### config.mk
export PLATFORM = sky130hd
export DESIGN_NAME = bram_uart_dumper
export DESIGN_NICKNAME = d
export VERILOG_FILES = /design/src/rtl/uart_dump_pkg.sv /design/src/rtl/bram_uart_dumper.sv
export SDC_FILE = /design/constraint.sdc
export NUM_CORES = 1
export LEC_CHECK = 0
export ABC_AREA = 1
export CORE_MARGIN = 2
export CORE_UTILIZATION = 51
export DETAILED_ROUTE_END_ITERATION = 16
export PLACE_DENSITY = 0.81
export REMOVE_ABC_BUFFERS = 1
export SLEW_MARGIN = 20
export SYNTH_ARGS = -nofsm -noshare
export SYNTH_HDL_FRONTEND = slang
export SYNTH_SLANG_ARGS = --single-unit
export TNS_END_PERCENT = 5
### constraint.sdc
create_clock -name clk_in -period 1.79 [get_ports clk_in]
set_input_delay 0.537 -clock clk_in [delete_from_list [all_inputs] [get_ports clk_in]]
set_output_delay 0.537 -clock clk_in [all_outputs]
set_load 0.03 [all_outputs]
### src/rtl/uart_dump_pkg.sv
// ---------------------------------------------------------------------------
// uart_dump_pkg
//   Shared types for the BRAM-to-UART dump logic.
//
//   dump_state_t : sequencer state of bram_uart_dumper. A byte is read
//                  from BRAM (READ/WAIT_DATA, twice per byte for nibble
//                  memories), handed to the UART (SEND), and the
//                  transmitter's busy flag is followed through one full
//                  high/low cycle (WAIT_HI/WAIT_LO) before the next byte.
// ---------------------------------------------------------------------------
package uart_dump_pkg;

    typedef enum logic [2:0] {
        IDLE      = 3'd0,
        READ      = 3'd1,
        WAIT_DATA = 3'd2,
        SEND      = 3'd3,
        WAIT_HI   = 3'd4,
        WAIT_LO   = 3'd5,
        DONE      = 3'd6
    } dump_state_t;

endpackage : uart_dump_pkg

### src/rtl/bram_uart_dumper.sv
// ---------------------------------------------------------------------------
// bram_uart_dumper
//   Streams a run of bytes out of a read-latency BRAM into a byte-wide UART
//   transmitter, one byte in flight at a time.
//
//   Parameters
//     BRAM_WIDTH   : 8 (one word per byte) or 4 (two nibbles per byte,
//                    low nibble first)
//     BRAM_DEPTH   : number of BRAM words; read address wraps modulo this
//     READ_LATENCY : cycles from addr_out to valid bram_data_in (>= 1)
//
//   Ports
//     clk_in          system clock
//     rst_in          synchronous, active-high reset
//     start_in        one-cycle dump request, honoured only while idle
//     base_addr_in    first word address, sampled on an accepted start
//     len_in          byte count (0 .. 2^ADDR_WIDTH), sampled on start
//     addr_out        BRAM read address
//     bram_data_in    BRAM read data
//     tx_data_out     byte to the UART, stable from trigger until busy falls
//     tx_trigger_out  one-cycle send pulse to the UART
//     tx_busy_in      UART busy flag
//     busy_out        high from an accepted start until done_out
//     done_out        one-cycle pulse when the dump (possibly empty) ends
// ---------------------------------------------------------------------------
module bram_uart_dumper
    import uart_dump_pkg::*;
#(
    parameter  int BRAM_WIDTH   = 8,
    parameter  int BRAM_DEPTH   = 40_000,
    parameter  int READ_LATENCY = 2,
    localparam int ADDR_WIDTH   = $clog2(BRAM_DEPTH)
) (
    input  logic                  clk_in,
    input  logic                  rst_in,
    input  logic                  start_in,
    input  logic [ADDR_WIDTH-1:0] base_addr_in,
    input  logic [ADDR_WIDTH:0]   len_in,
    output logic [ADDR_WIDTH-1:0] addr_out,
    input  logic [BRAM_WIDTH-1:0] bram_data_in,
    output logic [7:0]            tx_data_out,
    output logic                  tx_trigger_out,
    input  logic                  tx_busy_in,
    output logic                  busy_out,
    output logic                  done_out
);

    localparam int CNT_W = ADDR_WIDTH + 1;
    localparam int LAT_W = (READ_LATENCY < 2) ? 1 : $clog2(READ_LATENCY + 1);

    localparam logic [ADDR_WIDTH-1:0] LAST_ADDR   = ADDR_WIDTH'(BRAM_DEPTH - 1);
    localparam logic [LAT_W-1:0]      LAT_LAST    = LAT_W'(READ_LATENCY);
    localparam bit                    NIBBLE_MODE = (BRAM_WIDTH == 4);

    dump_state_t           state;
    logic [CNT_W-1:0]      bytes_left;   // bytes still to complete, incl. current
    logic [LAT_W-1:0]      lat_cnt;      // cycles elapsed since READ
    logic [7:0]            byte_buf;     // byte being assembled from BRAM
    logic                  hi_nibble;    // next nibble capture fills byte_buf[7:4]
    logic [7:0]            data_ext;
    logic [ADDR_WIDTH-1:0] addr_next;

    // Zero-extend so both word widths share one byte-wide capture path.
    assign data_ext = 8'(bram_data_in);

    // Explicit compare-and-wrap: the depth need not be a power of two, so
    // letting the adder overflow would walk off the end of the memory.
    assign addr_next = (addr_out == LAST_ADDR) ? '0 : addr_out + ADDR_WIDTH'(1);

    // NOTE: every register here, outputs included, is updated with
    // non-blocking assignments so that all reads in this block see the
    // pre-edge values regardless of statement order.
    always_ff @(posedge clk_in) begin
        if (rst_in) begin
            state          <= IDLE;
            addr_out       <= '0;
            tx_data_out    <= '0;
            tx_trigger_out <= 1'b0;
            busy_out       <= 1'b0;
            done_out       <= 1'b0;
            bytes_left     <= '0;
            lat_cnt        <= '0;
            byte_buf       <= '0;
            hi_nibble      <= 1'b0;
        end else begin
            // Pulse outputs default low; only SEND and DONE raise them.
            tx_trigger_out <= 1'b0;
            done_out       <= 1'b0;

            case (state)
                IDLE: begin
                    if (start_in) begin
                        addr_out   <= base_addr_in;
                        bytes_left <= len_in;
                        hi_nibble  <= 1'b0;
                        busy_out   <= 1'b1;
                        state      <= (len_in == '0) ? DONE : READ;
                    end
                end

                // Address is already on addr_out; just start the latency count.
                READ: begin
                    lat_cnt <= LAT_W'(1);
                    state   <= WAIT_DATA;
                end

                WAIT_DATA: begin
                    if (lat_cnt == LAT_LAST) begin
                        addr_out <= addr_next;
                        if (NIBBLE_MODE && !hi_nibble) begin
                            // Low half only: go back for the second word.
                            byte_buf[3:0] <= data_ext[3:0];
                            hi_nibble     <= 1'b1;
                            state         <= READ;
                        end else if (NIBBLE_MODE) begin
                            byte_buf[7:4] <= data_ext[3:0];
                            hi_nibble     <= 1'b0;
                            state         <= SEND;
                        end else begin
                            byte_buf <= data_ext;
                            state    <= SEND;
                        end
                    end else begin
                        lat_cnt <= lat_cnt + LAT_W'(1);
                    end
                end

                // Stall here while the transmitter is still busy.
                SEND: begin
                    if (!tx_busy_in) begin
                        tx_data_out    <= byte_buf;
                        tx_trigger_out <= 1'b1;
                        state          <= WAIT_HI;
                    end
                end

                // Wait for the transmitter to acknowledge by raising busy,
                // so a slow busy flag can't be mistaken for completion.
                WAIT_HI: begin
                    if (tx_busy_in) begin
                        state <= WAIT_LO;
                    end
                end

                WAIT_LO: begin
                    if (!tx_busy_in) begin
                        bytes_left <= bytes_left - CNT_W'(1);
                        state      <= (bytes_left == CNT_W'(1)) ? DONE : READ;
                    end
                end

                // start_in is deliberately not looked at in this state.
                DONE: begin
                    done_out <= 1'b1;
                    busy_out <= 1'b0;
                    state    <= IDLE;
                end

                default: begin
                    state <= IDLE;
                end
            endcase
        end
    end

endmodule : bram_uart_dumper

==> metrics.md <==
| Metric | Value |
|---|---|
| Status | `complete, no violations` |
| Yosys reg bits | `57` |
| Area after DPL | `4330 um^2` |
| Final Critical Period | `1760 ps` |
| Slowest cell on crit path | `dfxtp_1` |
| DRT Pass-1 Iters | `5` |
| CTS clock-pin slew for the worst setup and hold paths | `70 ps` |
| Site row count | `29` |
| CP Data Required Time | `1250 ps` |
| Overall global routing resource usage | `26.4%` |
| Post-layout net count | `681` |
| Vias in the first global route | `3649` |
| CP max FO | `6` |
| Ant. Diodes | `0` |
| Inst Count DP | `698` |
| Clock Tree Buf Depth | `2` |
| Startpoint types | `flop` |
| WL final | `9410 um` |
| Die width | `85.6 um` |
| Setup TNS Final | `0 ps` |
| Worst setup path end | `addr_out[8]` |
| Commonest non-fill, non-tap cell in the layout | `nand2_1` |
| Top cell type's share of synthesized area | `33.6%` |
| Multi-input logic area | `1930 um^2` |
| Root Buffer | `clkbuf_8` |
| Setup CP Type | `reg2out` |
| RSZ-0062 raised after global routing | `false` |
| CTS Buf Count | `9` |
| Clock Skew | `12.6 ps` |
| Synth unique cells | `29` |
| Crit-path cells | `dlygate4sd2_1` |
| Max-slew violations | `0` |
| Die height | `85.6 um` |
| Register area share after synthesis | `33.6%` |
| Number of remaining DRC errors | `0` |
| Seq. cell area | `1140 um^2` |
| Hold depth | `2` |
| Clock sinks | `57` |
| Largest net degree at the start of global routing | `31` |
| Reg2reg end | `bytes_left[16]$_SDFFE_PP0P_` |
| P_leak | `2.11 nW` |
| CP top delay family | `flip-flops` |
| Final setup viols | `0` |
| FF-to-FF setup slack | `170 ps` |
| Post-Synthesis Cells | `541` |
| Post-DR wirelength/cell | `13.2 um` |
| RD Place Congestion | `0.939` |
| Syn Std Cell Area | `3400 um^2` |
| WHS | `461 ps` |
| Finished Layout Cells | `713` |
| Clk Latency, worst-skew pair | `350 ps` |
| Synth warnings | `0` |
| Main area contributors after synthesis | `dfxtp_1, nand2_1, nor2_1` |
| GR Overflow Total | `0` |
| Hold WC Path Type | `reg2reg` |
| CTS tree | `yes` |
| Max-slew headroom | `72.0%` |
| Die area | `7330 um^2` |
| Worst Tran Pin Value | `418 ps` |
| CP startpoint | `addr_out[8]$_SDFFE_PP0P_` |
| DRT iter0 DRCs | `190` |
| Syn_area_per_cell | `6.28 um^2` |
| Most frequent cells in the layout | `nand2_1, nor2_1, dfxtp_1` |
| P&R area growth vs syn | `32.8%` |
| Power per cell area | `1440 nW/um^2` |
| Via Count | `3854` |
| Final ANT Viol Nets | `0` |
| I/O pin total | `72` |
| CP Buf/Inv Count | `1` |
| FF-to-FF path depth | `9` |
| Initial core utilization | `53.2%` |
| Hold Vio Cnt, Final | `0` |
| Setup bufs post-CTS | `0` |
| CP Depth | `1` |
| Global-route wire length before repair | `15600 um` |
| Core area | `6390 um^2` |
| Worst r2r src | `bytes_left[0]$_SDFFE_PP0P_` |
| Initial antenna violation count | `0` |
| FILL cells | `579` |
| Worst VDD drop | `0.881 mV` |
| F_max | `0.570 GHz` |
| Synth area leader | `dfxtp_1` |
| Delay of the slowest cell on the worst path | `440 ps` |
| Avg Vias per Cell | `5.41` |
| # H-tree levels | `3` |
| PortBufs | `71` |
| HPWL after detailed placement | `6760 um` |
| Layout cell share with drive strength beyond 1 | `10.8%` |
| Final worst path period share | `98.1%` |
| Total power | `6.51 mW` |
| Total of max-cap violations | `0` |
| Critical Path End Type | `primary output` |
| Cell area after layout | `4510 um^2` |
| CP arrival | `1220 ps` |
cells by family after synthesis:
family                   after synthesis  share of synthesized area, %
flip-flops                            57                          33.6
XOR/XNOR                               4                          1.03
buffers and inverters                 76                          9.54
AND/OR/NAND/NOR                      303                          39.1
AO/OA/AOI/OAI                         97                          15.2
adder cells (fa/ha/maj)                4                          1.47
worst min-delay path by stage:
stage	endpoint	slack, ps	from
4_1_cts	busy_out$_SDFFE_PP0P_	460	busy_out$_SDFFE_PP0P_
2_1_floorplan	byte_buf[0]$_SDFFE_PP0P_	440	byte_buf[0]$_SDFFE_PP0P_
3_5_place_dp	busy_out$_SDFFE_PP0P_	450	busy_out$_SDFFE_PP0P_
6_report	busy_out$_SDFFE_PP0P_	460	busy_out$_SDFFE_PP0P_
3_3_place_gp	byte_buf[4]$_SDFFE_PP0P_	450	byte_buf[4]$_SDFFE_PP0P_
5_1_grt	busy_out$_SDFFE_PP0P_	490	busy_out$_SDFFE_PP0P_
stage by stage:
| stage | worst slack, ps | utilization [%] |
|---|---|---|
| 2_1_floorplan | -269 | - |
| 3_3_place_gp | -6.93 | 67.8 |
| 3_5_place_dp | -75.9 | 67.8 |
| 5_1_grt | 12.9 | 70.6 |
| 6_report | 34.8 | 70.6 |
| 4_1_cts | 17.6 | 70.5 |
Yosys cell counts (all sizes together):
cell    number
o21bai       2
or2         14
nand4       17
a31oi        7
buf         14
clkbuf       6
ha           4
nand3b       5
nand2      137
a21oi       44
inv         56
nor3         6
o21ai       38
nor2        76
xor2         4
dfxtp       57
o211a        1
o211ai       5
nand3       48
sequential cells by signal, indices dropped and copies added (netlist names):
signal / cells
bytes_left: 17
addr_out: 16
byte_buf: 8
tx_data_out: 8
state: 3
lat_cnt: 2
busy_out: 1
done_out: 1
tx_trigger_out: 1
timing repair:
item                       in CTS  in global routing
hold buffers                    0                  0
resized for setup              27                  4
setup endpoints to repair      27                  7
power by group:
part | internal [mW] | leakage, nW | switching, mW
logic | 1.26 | 1.55 | 2.09
clock network | 0.710 | 0.0937 | 0.540
registers | 1.60 | 0.468 | 0.301
per-layer routing:
layer,vias to the layer above,global-route usage (%),part of all wire (%)
li1,1951,-,-
met1,1691,31.0,41
met2,181,44.6,47
met3,31,6.64,8.6
met4,0,13.4,3.0
met5,-,0,0
final cells by class:
| type | count | area share [%] |
|---|---|---|
| flip-flops and latches | 57 | 25.4 |
| repair buffers | 100 | 20.4 |
| clock inverters | 4 | 1.17 |
| well taps | 77 | 2.14 |
| multi-input cells | 408 | 42.9 |
| inverters | 56 | 4.66 |
| clock buffers | 11 | 3.36 |
Power figures use the tool's default switching activity.
